`src/rtl/nibble_demux.sv`:
```
// Assembles two tagged nibbles into a byte behind valid/ready handshakes on both sides.
// Optional partial-byte timeout is enabled by defining NIBBLE_DEMUX_TIMEOUT_EN.
module nibble_demux #(
  parameter int unsigned TIMEOUT_CYCLES = 1000
) (
  input  logic       clk,
  input  logic       rst_n,
  input  logic [3:0] nib_data,
  input  logic       nib_sel,
  input  logic       nib_valid,
  output logic       nib_ready,
  output logic [7:0] byte_data,
  output logic       byte_valid,
  input  logic       byte_ready,
  output logic       overwrite,
  output logic       timeout
);

  typedef enum logic [1:0] {EMPTY, LO, HI, FULL} state_t;

  state_t state;
  state_t next_state;
  logic   accept;
  logic   partial;
  logic   expire;

  assign nib_ready = (state != FULL);
  assign accept    = nib_valid && nib_ready;
  assign partial   = (state == LO) || (state == HI);

`ifdef NIBBLE_DEMUX_TIMEOUT_EN
  localparam int unsigned CW = $clog2(TIMEOUT_CYCLES);

  logic [CW-1:0] idle_cnt;

  // An accept in the expiry cycle takes priority over discarding the partial byte.
  assign expire = partial && !accept && (idle_cnt == CW'(TIMEOUT_CYCLES - 1));

  // Idle counter only advances while a half byte is waiting for its partner.
  always_ff @(posedge clk or negedge rst_n) begin
    if (!rst_n) begin
      idle_cnt <= '0;
    end else if (accept || expire || !partial) begin
      idle_cnt <= '0;
    end else begin
      idle_cnt <= idle_cnt + CW'(1);
    end
  end
`else
  logic unused_timeout_cycles;

  assign unused_timeout_cycles = ^TIMEOUT_CYCLES;
  assign expire                = 1'b0;
`endif

  // Next-state logic.
  always_comb begin
    next_state = state;
    case (state)
      EMPTY: begin
        if (accept) next_state = nib_sel ? HI : LO;
      end
      LO: begin
        if (accept && nib_sel) next_state = FULL;
        else if (expire)       next_state = EMPTY;
      end
      HI: begin
        if (accept && !nib_sel) next_state = FULL;
        else if (expire)        next_state = EMPTY;
      end
      FULL: begin
        if (byte_ready) next_state = EMPTY;
      end
      default: next_state = EMPTY;
    endcase
  end

  // State, byte register and registered status outputs.
  always_ff @(posedge clk or negedge rst_n) begin
    if (!rst_n) begin
      state      <= EMPTY;
      byte_data  <= 8'h00;
      byte_valid <= 1'b0;
      overwrite  <= 1'b0;
      timeout    <= 1'b0;
    end else begin
      state      <= next_state;
      byte_valid <= (next_state == FULL);
      overwrite  <= accept && (((state == LO) && !nib_sel) || ((state == HI) && nib_sel));
      timeout    <= expire;
      if (accept) begin
        if (nib_sel) byte_data[7:4] <= nib_data;
        else         byte_data[3:0] <= nib_data;
      end
    end
  end

endmodule

```
`config.mk`:
```
export PLATFORM = sky130hd
export DESIGN_NAME = nibble_demux
export DESIGN_NICKNAME = d
export VERILOG_FILES = /design/src/rtl/nibble_demux.sv
export SDC_FILE = /design/constraint.sdc
export NUM_CORES = 1
export LEC_CHECK = 0
export ABC_AREA = 1
export CORE_MARGIN = 2
export CORE_UTILIZATION = 35
export CTS_CLUSTER_DIAMETER = 120
export CTS_CLUSTER_SIZE = 20
export DETAILED_ROUTE_END_ITERATION = 8
export GPL_ROUTABILITY_DRIVEN = 0
export PLACE_DENSITY = 0.71
export SETUP_SLACK_MARGIN = 0.5
export SLEW_MARGIN = 20
export SYNTH_ARGS = -nofsm -noshare
export SYNTH_HDL_FRONTEND = slang
export SYNTH_SLANG_ARGS = --single-unit
export TNS_END_PERCENT = 100
```
`constraint.sdc`:
```
create_clock -name clk -period 0.85 [get_ports clk]
set_input_delay 0.085 -clock clk [delete_from_list [all_inputs] [get_ports clk]]
set_output_delay 0.085 -clock clk [all_outputs]
set_load 0.005 [all_outputs]
```
==> results by group, run 1 <==
Outcome
  – Status: finished with violations
  – Failing checks: negative setup slack

Pwr
  – Sequential share of power: 36.7%
  – Pint: 1771 uW
  – Sw Pwr: 896.7 uW
  – Gate power share: 46.8%
  – Total power: 2668 uW
  – Leak pwr: 0.0004606 uW
  – Switching Fraction: 33.61%
  – Maximum VDD drop: 0.001397 V
  – Clock share of power: 16.6%
  – Power per cell area: 3291 mW/mm^2

Yosys
  – Yosys cell types: 13
  – Syn Inst Count: 57
  – Mean Syn Cell Area: 9.219 um^2
  – Seq/Total Area, Yosys: 57.14%
  – Warnings from Yosys: 0
  – Area of the mapped netlist: 525.5 um^2
  – Syn_nets: 66
  – #FFs+latches synth: 12

Setup path
  – Crit-path max cell delay: 0.41 ns
  – Setup Crit Path Kind: reg2reg
  – CP max stage cell: dfrtp_1
  – CP Capture Type: register
  – CP max FO: 7
  – Critical Path RT: 1.07 ns
  – CP startpoint kind: register
  – Cells along the critical path: nand2_4 > buf_6 > nand3_4 > nand2_2 > nand2_2 > nor2_2
  – WP data arrival: 1.19 ns
  – Most common cell type on the critical path: nand2_2

STA
  – Tmin final: 0.9757 ns
  – Final setup viols: 21
  – Final Hold Viols: 0
  – Final worst-path cycle share: 114.8%
  – RSZ-0062 raised after global routing: yes
  – Final WS setup: -0.1257 ns
  – Max Freq: 1025 MHz
  – Fin Clk Skew: 0.009322 ns
  – Setup_tns: -1.504 ns
  – Slew Viols, Final: 0
  – Worst Hold Slack: 0.09777 ns

Final layout
  – Final net count: 100
  – Antenna cells: 0
  – Finished Cell Area: 810.8 um^2
  – Commonest non-fill, non-tap cell in the layout: nand2_1
  – Commonest cells after routing, fill and taps aside: nand2_1 (21), dfrtp_1 (12), buf_2 (11), buf_4 (10), clkdlybuf4s50_1 (8)
  – Share of cells above drive strength 1: 46.67%
  – Syn-to-layout area delta: 54.29%
  – Final core utilization: 60.06%

Global routing
  – First-pass GRT wire length: 1.904 mm
  – Tot GR Track Use: 14.31%
  – Largest net degree at the start of global routing: 13
  – Initial antenna violation count: 0
  – Number of global-route vias before repair: 446
  – Total gr overflow: 0

Routing
  – Routed Antenna Nets: 0
  – DR vias/cell: 4.390
  – Total number of vias: 461
  – DRT Wirelength: 1.122 mm
  – DRC: 0
  – WL/cell: 10.69 um
  – First-pass DRT Iterations: 4
  – Iter 0 DRT Violations: 7

Floorplan
  – Initial Util: 38.92%
  – Die height: 42.75 um
  – Die width: 42.75 um
  – Core area: 0.001350 mm^2
  – Rows: 13
  – IO Pins: 21
  – Die area: 0.001828 mm^2

Min path
  – HP Class: in2async

Clocking
  – Clock Path Buffers: 2
  – Clock Sinks: 12
  – Worst-path clk slew: 0.08 ns
  – CTS H-tree lvls: 1
  – Worst-Skew Late Latency: 0.27 ns
  – CTS buffer count: 3
  – Clock Tree Root: clkbuf_4
  – CTS tree: built
  – Post-CTS Hold Buffers: 0

Placement
  – HPWL after DPL: 855.3 um
  – Total placed instance area: 772.0 um^2
  – Count of buffers from port buffering: 19

Flow run
  – Max Cap Viol: 0
-- cells in the mapped netlist, drive strengths merged --
cell type   n  area, um^2
dfrtp      12       300.3
conb        1       3.750
o21ai       1       5.000
nor2        2       12.51
buf         1       7.510
inv         8       32.54
nand3       3       40.03
nand2      29       123.9
-- power groups by stage --
stage               Sequential (uW)  Clock (uW)  Combinational (uW)
CTS                             979         459                1170
detailed placement             1000           0                1280
floorplan                      1020           0                 455
finish                          978         442                1250
global route                   1000         492                1380
global placement                998           0                1250
-- final timing paths --
check / from / end / slack (ns) / depth (start not counted)
worst max register to register: state[0] / byte_valid / -0.13 / 6
worst min register to register: byte_data[1] / byte_data[1] / 0.48 / 2
min in group clk: nib_data[2] / byte_data[6] / 0.40 / 3
worst max-delay path: state[0] / byte_valid / -0.13 / 6
worst min-delay path: rst_n / overwrite / 0.1 / 2
max in group asynchronous: rst_n / byte_data[2] / 0.59 / 2
-- area by class of cell --
cell class                 instances  area [um^2]
clock buffer                       4        36.28
sequential                        12        300.3
inverter                           8        35.03
timing repair buffer              30        221.5
fill                             114        539.3
tap                               15        18.77
multi-input combinational         36        198.9
-- flip-flops by register name, indices dropped and copies added (netlist names) --
name	flops
byte_data	8
state	2
byte_valid	1
overwrite	1
-- critical path: cells and delay by family (launching register included) --
kind                   cells  cell delay [ns]
buffers and inverters      1             0.11
DFF                        1             0.41
and+or+nand+nor            5             0.40
-- stage by stage --
step / std cells / worst slack (ns)
after floorplan: 57 / -0.01348
final: 105 / -0.1257
after detailed placement: 96 / -0.2685
after CTS: 103 / -0.1228
after global routing: 105 / -0.1964
after global placement: 96 / -0.2493
-- routing by layer --
layer  share of wire [%]  track usage [%]  vias up  routed length [um]
met1                  43            16.18      209                 477
met4                 1.2            5.625        0                  14
met5                   0                0        -                   0
met2                  48            22.42       18                 538
met3                 8.2            7.660        2                  92
li1                    -                -      232                   -
-- kinds of logic after synthesis --
family	after synthesis	share of synthesized area, %
compound gates	1	0.9515
other cells	1	0.7136
buf+inv	9	7.621
flops	12	57.14
simple gates	34	33.57
-- what timing repair did --
item | 4_1_cts | 5_1_grt
pin swaps | 4 | 3
gates resized for setup | 45 | 6
endpoints found under the setup margin | 23 | 23
setup buffers | 3 | 2
Note: power is estimated with default switching activity, not from simulation.
==> inputs of run 2 (changes only) <==
ABC_AREA = 0   (was 1)
PLACE_DENSITY = 0.7   (was 0.71)
==> results by group, run 2 <==
Floorplan
  – Die height: 43.93 um (+2.8%)
  – Die area: 0.001930 mm^2 (+5.6%)
  – IO Pins: 21 (unchanged)
  – Die width: 43.93 um (+2.8%)
  – Rows: 14 (+1)
  – Core area: 0.001506 mm^2 (+12%)
  – Initial Util: 37.04% (-1.9 points)

Min path
  – HP Class: in2async

Global routing
  – Largest net degree at the start of global routing: 13 (unchanged)
  – Total gr overflow: 0 (unchanged)
  – First-pass GRT wire length: 1.725 mm (-9.4%)
  – Tot GR Track Use: 12.75% (-1.6 points)
  – Initial antenna violation count: 0 (unchanged)
  – Number of global-route vias before repair: 411 (-7.8%)

Final layout
  – Reg area: 302.8 um^2 (+0.83%)
  – Final net count: 86 (-14%)
  – Commonest non-fill, non-tap cell in the layout: buf_4
  – Commonest cells after routing, fill and taps aside: buf_4 (14), buf_2 (11), dfrtp_1 (10), mux2_4 (8), clkdlybuf4s50_1 (8)
  – Largest regs: byte_data (8), state (2)
  – Final cell count without fillers: 92 (-12%)
  – Finished Cell Area: 889.6 um^2 (+9.7%)
  – Antenna cells: 0 (unchanged)
  – Max reg flops: 8 (unchanged)
  – Most flops, register: byte_data
  – Syn-to-layout area delta: 59.42%
  – Share of cells above drive strength 1: 63.16% (+16 points)
  – Multi-input gate area: 267.8 um^2 (+35%)
  – Filler Cell Count: 143 (+25%)

Clocking
  – Worst-path clk slew: 0.07 ns (about the same)
  – CTS tree: built
  – Post-CTS Hold Buffers: 0 (unchanged)
  – CTS H-tree lvls: 1 (unchanged)
  – Clock Tree Root: clkbuf_4
  – Worst-Skew Late Latency: 0.26 ns (about the same)
  – Clock Path Buffers: 2 (unchanged)
  – CTS buffer count: 3 (unchanged)
  – Clock Sinks: 12 (unchanged)

Yosys
  – Seq/Total Area, Yosys: 53.81% (-3.3 points)
  – Share of the synthesized area in the top cell type: 53.81% (-3.3 points)
  – Syn_nets: 47 (-29%)
  – Post-synth top cells: dfrtp_1 (12), mux2_4 (8), nand2_1 (3)
  – Count leader, synth: dfrtp_1
  – Mean Syn Cell Area: 14.69 um^2 (+59%)
  – Most used flip-flop cell after synthesis: dfrtp_1
  – Post-synth ARST share: 100.0% (unchanged)
  – Cell taking the most area after synthesis: dfrtp_1
  – Yosys cell types: 17 (+4)
  – EDFF count, synth: 0 (unchanged)
  – #FFs+latches synth: 12 (unchanged)
  – Warnings from Yosys: 0 (unchanged)
  – Area of the mapped netlist: 558.0 um^2 (+6.2%)
  – Largest cells by area after synthesis: dfrtp_1 (54%), mux2_4 (22%), nand3b_4 (3.6%), nand3_4 (3.1%), nor3b_2 (2.2%)
  – Syn Inst Count: 38 (-33%)

STA
  – Slew Viols, Final: 0 (unchanged)
  – Final setup viols: 15 (-29%)
  – Fin Clk Skew: 0.003718 ns (-0.005604 ns)
  – Final WS setup: -0.2432 ns (-0.1175 ns)
  – Tmin final: 1.093 ns (+0.1175 ns)
  – RSZ-0062 raised after global routing: yes
  – Final worst-path cycle share: 128.6% (+14 points)
  – Max Freq: 914.7 MHz (-11%)
  – Final Hold Viols: 0 (unchanged)

Routing
  – DRC: 0 (unchanged)
  – Routed Antenna Nets: 0 (unchanged)
  – First-pass DRT Iterations: 2 (-2)
  – WL/cell: 11.88 um (+11%)
  – DR vias/cell: 4.576 (+4.2%)
  – Total number of vias: 421 (-8.7%)
  – Iter 0 DRT Violations: 2 (-5)
  – DRT Wirelength: 1.093 mm (-2.6%)

Pwr
  – Sequential share of power: 34.9% (-1.8 points)
  – Maximum VDD drop: 0.001267 V (-9.3%)
  – Power per cell area: 3089 mW/mm^2 (-6.1%)
  – Gate power share: 49.3% (+2.5 points)
  – Clock share of power: 15.8% (-0.8 points)
  – Leak pwr: 0.0004566 uW (-0.85%)
  – Pint: 1976 uW (+12%)
  – Sw Pwr: 771.9 uW (-14%)
  – Total power: 2748 uW (+3.0%)
  – Switching Fraction: 28.09% (-5.5 points)

Outcome
  – Status: finished with violations
  – Failing checks: negative setup slack

Flow run
  – Max Cap Viol: 0 (unchanged)

Placement
  – HPWL after DPL: 813.2 um (-4.9%)
  – DP Worst Slack: -0.4497 ns (-0.1812 ns)
  – Total placed instance area: 860.8 um^2 (+12%)
  – DP Cell Count: 85 (-11%)
  – Count of buffers from port buffering: 19 (unchanged)

Setup path
  – Critical Path RT: 1.00 ns (-0.07 ns)
  – CP max FO: 4 (-3)
  – R2R setup slack: -0.24 ns (-0.12 ns)
  – CP startpoint kind: register
  – CP Capture Type: register
  – WP data arrival: 1.24 ns (+0.05 ns)
  – Setup Crit Path Kind: reg2reg
run 2: changes by cell type after synthesis, sizes merged, moves of 2 or more:
cell and change:
nand3 -2, nor2 -2, mux2 +8, inv -8
nand2 -25
run 2: logic make-up after synthesis:
group,synth area share [%]
AO/OA/AOI/OAI,6.279
buffers and inverters,1.346
flip-flops,53.81
multiplexers,21.53
other,0.6720
AND/OR/NAND/NOR,16.37
run 2: critical path: stages, from the launching register on:
cell      delay (ns)
dfrtp_2         0.43
nand2_4         0.10
nand3b_4        0.12
mux2_4          0.32
run 2: worst paths after layout:
path	end	start	cells after the start
worst max-delay path	byte_data[1]	state[1]	3
worst min-delay path	byte_data[3]	rst_n	2
worst max register to register	byte_data[1]	state[1]	3
worst min register to register	byte_data[5]	byte_data[5]	1
max in group asynchronous	state[0]	rst_n	2
min in group clk	state[1]	byte_ready	2
run 2: power by group through the flow:
stage	Clock [uW]	Combinational (uW)	Sequential, uW
after floorplan	0	472	1020
after global placement	0	1380	960
after detailed placement	0	1400	974
after CTS	456	1290	950
after global routing	488	1460	984
final	434	1360	958
run 2: per-stage QoR:
step / TNS [ns] / utilization, % / hold slack (ns)
after floorplan: -1.750 / - / -0.2106
after global placement: -5.353 / 57.14 / 0.4031
after detailed placement: -5.631 / 57.14 / 0.4065
after CTS: -2.548 / 57.64 / 0.1223
after global routing: -3.290 / 59.05 / 0.1140
final: -2.487 / 59.05 / 0.1212
run 2: layout make-up:
class | count | area share (%)
flip-flops and latches | 12 | 34.04
well taps | 16 | 2.250
multi-input cells | 25 | 30.10
repair buffers | 35 | 29.54
clock buffers | 4 | 4.079
run 2: per-layer routing:
metal	part of all wire [%]	track usage, %	routed length, um	up-vias
li1	-	-	-	207
met1	43	14.17	474	196
met2	47	20.88	513	16
met3	7.8	3.333	85	2
met4	1.7	9.091	19	0
met5	0	0	0	-
run 2: timing repair:
action,in CTS,in global routing
pin swaps,1,3
resized for setup,45,4
setup buffers,3,0
setup endpoints to repair,23,23
